File: src/rtl/m_multicycle_load_store.sv
// ---------------------------------------------------------------------------
// m_multicycle_load_store
//
// Multi-cycle RV32I-subset core (LUI, ADDI, ADD, SUB, LB/LH/LW/LBU/LHU,
// SB/SH/SW). Each instruction walks FETCH -> DECODE -> EXEC -> [MEM] -> [WB].
// There is no overlap between instructions, so DECODE always sees every
// register write of earlier instructions. A write to register HALT_REG
// retires normally and then parks the core in HALT. An illegal encoding
// parks it in FAULT. Both states are left only through reset.
//
// Instruction and data memories are internal word arrays (r_imem, r_dmem).
// Nothing in the design writes r_imem. It is preloaded from outside through
// hierarchical references. Reset leaves both memories untouched.
//
// Build option:
//   MLS_MISALIGN_TRAP_EN  defined   : a misaligned halfword/word access
//                                     faults (w_fault = 2) with no memory
//                                     access.
//                         undefined : the address is force-aligned and the
//                                     access proceeds normally.
//
// Ports:
//   w_clock    in   1   rising-edge clock
//   w_reset    in   1   asynchronous active-high reset
//   w_pc       out  32  current PC (RESET_PC after reset)
//   w_state    out  3   FETCH=0 DECODE=1 EXEC=2 MEM=3 WB=4 HALT=5 FAULT=6
//   w_retire   out  1   high during the final cycle of a retired instruction
//   w_halt     out  1   high in HALT or FAULT
//   w_fault    out  2   0 none, 1 illegal, 2 misaligned (sticky)
//   w_dbg_ra   in   5   debug register-file read address
//   w_dbg_rd   out  32  combinational x[w_dbg_ra] (x0 reads 0)
// ---------------------------------------------------------------------------
module m_multicycle_load_store #(
    parameter int unsigned IMEM_DEPTH = 64,
    parameter int unsigned DMEM_DEPTH = 64,
    parameter logic [31:0] RESET_PC   = 32'h0,
    parameter int unsigned HALT_REG   = 30
) (
    input  logic        w_clock,
    input  logic        w_reset,
    output logic [31:0] w_pc,
    output logic [2:0]  w_state,
    output logic        w_retire,
    output logic        w_halt,
    output logic [1:0]  w_fault,
    input  logic [4:0]  w_dbg_ra,
    output logic [31:0] w_dbg_rd
);

    localparam int unsigned IAW = $clog2(IMEM_DEPTH);
    localparam int unsigned DAW = $clog2(DMEM_DEPTH);

    localparam logic [6:0] OP_LUI   = 7'h37;
    localparam logic [6:0] OP_IMM   = 7'h13;
    localparam logic [6:0] OP_REG   = 7'h33;
    localparam logic [6:0] OP_LOAD  = 7'h03;
    localparam logic [6:0] OP_STORE = 7'h23;

    typedef enum logic [2:0] {
        FETCH  = 3'd0,
        DECODE = 3'd1,
        EXEC   = 3'd2,
        MEM    = 3'd3,
        WB     = 3'd4,
        HALT   = 3'd5,
        FAULT  = 3'd6
    } state_t;

    // Memories (contents survive reset)
    logic [31:0] r_imem [IMEM_DEPTH];
    logic [31:0] r_dmem [DMEM_DEPTH];

    // Architectural and internal state
    state_t      state;
    state_t      state_next;
    logic [31:0] pc;
    logic [31:0] ir;
    logic [31:0] op_a;
    logic [31:0] op_b;
    logic [31:0] imm;
    logic [31:0] alu_out;
    logic [31:0] mdr;
    logic [1:0]  fault;
    logic [31:0] regs [32];

    // -----------------------------------------------------------------------
    // Instruction field decode (from IR, valid from DECODE onwards)
    // -----------------------------------------------------------------------
    logic [6:0] opcode;
    logic [4:0] rd;
    logic [2:0] funct3;
    logic [4:0] rs1;
    logic [4:0] rs2;
    logic [6:0] funct7;

    assign opcode = ir[6:0];
    assign rd     = ir[11:7];
    assign funct3 = ir[14:12];
    assign rs1    = ir[19:15];
    assign rs2    = ir[24:20];
    assign funct7 = ir[31:25];

    logic is_lui;
    logic is_addi;
    logic is_add;
    logic is_sub;
    logic is_load;
    logic is_store;
    logic is_mem;
    logic legal;

    always_comb begin
        is_lui   = (opcode == OP_LUI);
        is_addi  = (opcode == OP_IMM) && (funct3 == 3'b000);
        is_add   = (opcode == OP_REG) && (funct3 == 3'b000) && (funct7 == 7'h00);
        is_sub   = (opcode == OP_REG) && (funct3 == 3'b000) && (funct7 == 7'h20);
        is_load  = 1'b0;
        is_store = 1'b0;
        if (opcode == OP_LOAD) begin
            case (funct3)
                3'b000, 3'b001, 3'b010, 3'b100, 3'b101: is_load = 1'b1;
                default:                                is_load = 1'b0;
            endcase
        end
        if (opcode == OP_STORE) begin
            is_store = (funct3 == 3'b000) || (funct3 == 3'b001) || (funct3 == 3'b010);
        end
        is_mem = is_load || is_store;
        legal  = is_lui || is_addi || is_add || is_sub || is_load || is_store;
    end

    // Immediate selection: U for LUI, S for stores, I for everything else
    logic [31:0] imm_dec;

    always_comb begin
        imm_dec = {{20{ir[31]}}, ir[31:20]};
        if (is_lui) begin
            imm_dec = {ir[31:12], 12'h000};
        end else if (is_store) begin
            imm_dec = {{20{ir[31]}}, ir[31:25], ir[11:7]};
        end
    end

    // Register-file reads
    logic [31:0] rf_rs1;
    logic [31:0] rf_rs2;

    assign rf_rs1   = (rs1 == 5'd0) ? '0 : regs[rs1];
    assign rf_rs2   = (rs2 == 5'd0) ? '0 : regs[rs2];
    assign w_dbg_rd = (w_dbg_ra == 5'd0) ? '0 : regs[w_dbg_ra];

    // -----------------------------------------------------------------------
    // EXEC: ALU and address alignment
    // -----------------------------------------------------------------------
    logic [31:0] alu_res;
    logic        acc_half;
    logic        acc_word;
    logic        misaligned;
    logic [31:0] addr_aligned;

    always_comb begin
        alu_res = op_a + imm;
        if (is_lui) begin
            alu_res = imm;
        end else if (is_add) begin
            alu_res = op_a + op_b;
        end else if (is_sub) begin
            alu_res = op_a - op_b;
        end
    end

    // funct3[1:0] encodes access width for both loads and stores
    // (00 byte, 01 halfword, 10 word); bit 2 only selects zero extension.
    assign acc_half = is_mem && (funct3[1:0] == 2'b01);
    assign acc_word = is_mem && (funct3[1:0] == 2'b10);

    always_comb begin
        misaligned   = 1'b0;
        addr_aligned = alu_res;
        if (acc_half) begin
            misaligned   = alu_res[0];
            addr_aligned = {alu_res[31:1], 1'b0};
        end else if (acc_word) begin
            misaligned   = |alu_res[1:0];
            addr_aligned = {alu_res[31:2], 2'b00};
        end
    end

    logic trap_misaligned;
`ifdef MLS_MISALIGN_TRAP_EN
    assign trap_misaligned = misaligned;
`else
    assign trap_misaligned = 1'b0;
`endif

    // -----------------------------------------------------------------------
    // MEM: lane extraction for loads, lane masking for stores.
    // ALU_OUT already holds an aligned address when the access reaches MEM.
    // -----------------------------------------------------------------------
    logic [DAW-1:0] dmem_idx;
    logic [1:0]     lane;
    logic [31:0]    rd_word;
    logic [31:0]    rd_shift;
    logic [31:0]    load_val;
    logic [3:0]     st_mask;
    logic [31:0]    st_data;
    logic           mem_we;

    assign dmem_idx = alu_out[DAW+1:2];
    assign lane     = alu_out[1:0];
    assign rd_word  = r_dmem[dmem_idx];
    assign rd_shift = rd_word >> {lane, 3'b000};

    always_comb begin
        case (funct3)
            3'b000:  load_val = {{24{rd_shift[7]}}, rd_shift[7:0]};
            3'b001:  load_val = {{16{rd_shift[15]}}, rd_shift[15:0]};
            3'b100:  load_val = {24'h000000, rd_shift[7:0]};
            3'b101:  load_val = {16'h0000, rd_shift[15:0]};
            default: load_val = rd_word;
        endcase
    end

    always_comb begin
        case (funct3[1:0])
            2'b00: begin
                st_data = {4{op_b[7:0]}};
                st_mask = 4'b0001 << lane;
            end
            2'b01: begin
                st_data = {2{op_b[15:0]}};
                st_mask = 4'b0011 << {lane[1], 1'b0};
            end
            default: begin
                st_data = op_b;
                st_mask = 4'b1111;
            end
        endcase
    end

    assign mem_we = (state == MEM) && is_store;

    // The reset term keeps a store from landing on an edge where reset is
    // asserted even if it coincides with the clock edge.
    always_ff @(posedge w_clock) begin
        if (mem_we && !w_reset) begin
            for (int unsigned i = 0; i < 4; i++) begin
                if (st_mask[i]) begin
                    r_dmem[dmem_idx][8*i +: 8] <= st_data[8*i +: 8];
                end
            end
        end
    end

    // -----------------------------------------------------------------------
    // FSM next state and per-state strobes
    // -----------------------------------------------------------------------
    always_comb begin
        state_next = state;
        w_retire   = 1'b0;
        case (state)
            FETCH:  state_next = DECODE;
            DECODE: state_next = legal ? EXEC : FAULT;
            EXEC: begin
                if (!is_mem) begin
                    state_next = WB;
                end else if (trap_misaligned) begin
                    state_next = FAULT;
                end else begin
                    state_next = MEM;
                end
            end
            MEM: begin
                if (is_load) begin
                    state_next = WB;
                end else begin
                    state_next = FETCH;
                    w_retire   = 1'b1;
                end
            end
            WB: begin
                w_retire   = 1'b1;
                state_next = (rd == 5'(HALT_REG)) ? HALT : FETCH;
            end
            HALT:    state_next = HALT;
            FAULT:   state_next = FAULT;
            default: state_next = FETCH;
        endcase
    end

    // -----------------------------------------------------------------------
    // State register and datapath latches
    // -----------------------------------------------------------------------
    always_ff @(posedge w_clock or posedge w_reset) begin
        if (w_reset) begin
            state   <= FETCH;
            pc      <= RESET_PC;
            ir      <= '0;
            op_a    <= '0;
            op_b    <= '0;
            imm     <= '0;
            alu_out <= '0;
            mdr     <= '0;
            fault   <= '0;
            for (int unsigned i = 0; i < 32; i++) begin
                regs[i] <= '0;
            end
        end else begin
            state <= state_next;
            case (state)
                FETCH: ir <= r_imem[pc[IAW+1:2]];
                DECODE: begin
                    op_a <= rf_rs1;
                    op_b <= rf_rs2;
                    imm  <= imm_dec;
                    if (!legal) begin
                        fault <= 2'd1;
                    end
                end
                EXEC: begin
                    alu_out <= misaligned ? addr_aligned : alu_res;
                    if (trap_misaligned) begin
                        fault <= 2'd2;
                    end
                end
                MEM: begin
                    if (is_load) begin
                        mdr <= load_val;
                    end else begin
                        pc <= pc + 32'd4;
                    end
                end
                WB: begin
                    if (rd != 5'd0) begin
                        regs[rd] <= is_load ? mdr : alu_out;
                    end
                    pc <= pc + 32'd4;
                end
                default: ;
            endcase
        end
    end

    assign w_pc    = pc;
    assign w_state = state;
    assign w_halt  = (state == HALT) || (state == FAULT);
    assign w_fault = fault;

endmodule

File: config.mk
export PLATFORM = sky130hd
export DESIGN_NAME = m_multicycle_load_store
export DESIGN_NICKNAME = d
export VERILOG_FILES = /design/src/rtl/m_multicycle_load_store.sv
export SDC_FILE = /design/constraint.sdc
export NUM_CORES = 1
export LEC_CHECK = 0
export CAP_MARGIN = 20
export CORE_UTILIZATION = 38
export DETAILED_ROUTE_END_ITERATION = 8
export HOLD_SLACK_MARGIN = 0.08
export PLACE_DENSITY = 0.78
export SKIP_CTS_REPAIR_TIMING = 1
export SLEW_MARGIN = 5
export SYNTH_ARGS = -nofsm -noshare
export SYNTH_HDL_FRONTEND = slang
export SYNTH_SLANG_ARGS = --single-unit
File: constraint.sdc
create_clock -name w_clock -period 1.7 [get_ports w_clock]
set_clock_uncertainty 0.1 [all_clocks]
set_input_delay 0.17 -clock w_clock [delete_from_list [all_inputs] [get_ports w_clock]]
set_output_delay 0.17 -clock w_clock [all_outputs]
set_load 0.02 [all_outputs]
==> metrics.md <==
| Metric | Value |
|---|---|
| Crit-path most repeated cell | buf_12 |
| Worst path arrival time | 1.89 ns |
| Die Wd | 71.7 µm |
| Final slew viol count | 0 |
| WS Path Type | register to register |
| Initial antenna violation count | 0 |
| Post-Syn Area per Cell | 11.0 µm² |
| Slowest stage cell, crit path | or3b_4 |
| Largest family of logic cells by synthesized area | simple AND/OR/NAND/NOR gates |
| Most numerous cell in the Yosys netlist | buf_4 |
| GRT Total Usage | 0.144 |
| CP cell instances | or3b_4 > buf_12 > a21boi_4 > buf_12 > and3_2 > xor2_1 |
| Final #Nets | 229 |
| Diodes inserted | 0 |
| Synth top cells by count | 36 x buf_4, 34 x dfrtp_1, 25 x xnor2_1, 12 x nand3_1, 10 x nand4_1 |
| Run status | complete, but fails checks |
| Die area | 5140 µm² |
| Post-synthesis simple-gate area fraction | 0.192 |
| Grt ovf | 0 |
| Largest net degree at the start of global routing | 35 |
| Synth top area share | 0.461 |
| Via count | 1278 |
| Io pins | 78 |
| Mapped Area | 1840 µm² |
| Hold Vio Cnt, Final | 0 |
| Pleak | 0.00111 µW |
| Endpoint class of the critical path | register |
| Yosys reg bits | 34 |
| Post-synth top area cell | dfrtp_1 |
| CTS clock-pin slew for the worst setup and hold paths | 0.07 ns |
| H-tree Lvls | 2 |
| Global-route wire length before repair | 5660 µm |
| DRC viols | 0 |
| F_max | 0.562 GHz |
| Crit share post-route | 1.05 |
| Layout cells sized above 1 | 0.180 |
| Drt via density | 4.66 |
| Predominant post-synthesis flop cell | dfrtp_1 |
| PortBufs | 37 |
| TritonCTS clock tree | yes |
| TritonCTS buffer count | 5 |
| Sequential area share after synthesis | 0.461 |
| Vertical die dimension | 71.7 µm |
| Post-Synth XOR/XNOR Area | 0.147 |
| Placed Instances | 266 |
| Post-Synth Adder-Cell Area | 0.00678 |
| MaxCap Viol Count | 0 |
| Proportion of synthesized area in mux cells | 0.00611 |
| CTS root buffer | clkbuf_8 |
| Startpoint Class | register |
| R2r setup slk | -0.08 ns |
| Fin crit period | 1.78 ns |
| RSZ-0062 raised after global routing | true |
| Power Total | 1470 µW |
| Layout Utilization | 0.528 |
| Syn Inst Count | 168 |
| Required time of the critical path | 1.81 ns |
| WL per Instance | 12.4 µm |
| First drt pass iteration count | 4 |
| Worst ir drop on vdd | 0.404 mV |
| Number of flops mapped to enable cells by yosys | 0 |
| Setup ws final | -0.0794 ns |
| Setup TNS | -0.501 ns |
| Largest cells by area after synthesis | dfrtp_1 46%, buf_4 15%, xnor2_1 12% |
| Distinct cell type count after synthesis | 30 |
| Critical path's largest stage delay | 0.42 ns |
| Clock Latency Late Sink | 0.29 ns |
| Core outline area | 4500 µm² |
| Final setup viols | 18 |
| Hpwl dp | 2430 µm |
| Synth Area in Compound Gates | 0.0190 |
| Remaining antenna violation count | 0 |
| RePlAce Congestion | 0.707 |
| Final Non-Filler Cells | 274 |
| Worst hold slack | 0.177 ns |
| Hold WC Path Type | primary input to async pin |
| Drt initial violations | 38 |
| WL final | 3400 µm |
| Max Buffers Root-to-Sink | 2 |
| PwrDens | 618 nW/µm² |
| Initial Util | 0.409 |
| Clk sink count | 34 |
| Area delta synth->final | 28.9% |
| Async set or reset register ratio after synthesis | 1.00 |
| Worst-path fanout max | 11 |
| Row cnt | 24 |
| Failing checks | setup timing |
| Vias in the first global route | 1147 |
| Synthesis Warnings | 0 |
| R2R cell count | 6 |
placed cells by master, fill, tap and decap left out, types with 2 or more instances in the layout:
master,netlist,layout
clkdlybuf4s50_1,0,33
conb_1,1,35
nand3_1,12,11
and3_1,6,6
buf_6,2,2
nand2_1,6,5
dlymetal6s2s_1,0,3
nor2_1,2,2
and4_1,5,5
clkbuf_8,0,5
clkinv_2,0,2
xnor2_1,25,24
dfrtp_2,0,5
and2_1,5,5
buf_12,0,3
dfrtp_1,34,29
buf_4,36,10
nand4_1,10,10
xor2_1,6,6
nand3b_1,2,2
report_power, final:
group	switching, µW	internal [µW]	leakage (µW)
clock	289	284	0.0000450
sequential	0	809	0.000454
combinational	83.8	3.68	0.000614
total	373	1100	0.00111
metal layers:
metal	vias to the layer above	track usage	part of all wire
met5	-	0	0
met1	626	0.183	0.45
met2	47	0.234	0.48
li1	600	-	-
met4	0	0.0588	0.014
met3	5	0.0394	0.052
cell families after synthesis:
logic type	after synthesis
AOI/OAI and AO/OA	2
xor gates and xnor gates	31
adders and majority gates	1
buffers and inverters	41
DFF	34
muxes	1
other	1
and+or+nand+nor	57
per-stage QoR:
stage                     setup slack [ns]  area (µm²)
after global placement             -0.0418        2260
after detailed placement           -0.0900        2260
after global routing                -0.141        2380
after floorplan                   -0.00780        1980
after CTS                           -0.371        2350
final                              -0.0794        2380
worst max-delay path: cells and delay by family, from the launching register on:
family / cells / cell delay (ns)
XOR/XNOR: 1 / 0.15
AND/OR/NAND/NOR: 2 / 0.60
AO/OA/AOI/OAI: 1 / 0.15
flip-flops: 1 / 0.40
buffers and inverters: 2 / 0.29
cell type report:
| cell class | count | area [µm²] |
|---|---|---|
| Clock buffer | 6 | 72.6 |
| Clock inverter | 2 | 10.0 |
| Fill cell | 404 | 2130 |
| Inverter | 1 | 3.75 |
| Multi-Input combinational cell | 127 | 838 |
| Sequential cell | 34 | 857 |
| Tap cell | 52 | 65.1 |
| Timing Repair Buffer | 52 | 531 |
state kept, by name (all words and copies together), names as in the netlist:
register / cells
w_pc: 30
w_fault: 1
w_state: 3
final timing paths:
path | start | end
max reg2reg | w_state[1] | w_pc[14]
min reg2reg | w_fault[0] | w_fault[0]
max | w_state[1] | w_pc[14]
max in group asynchronous | w_reset | w_state[1]
min | w_reset | w_pc[24]
min in group w_clock | w_fault[0] | w_fault[0]
Note: power is estimated with default switching activity, not from simulation.
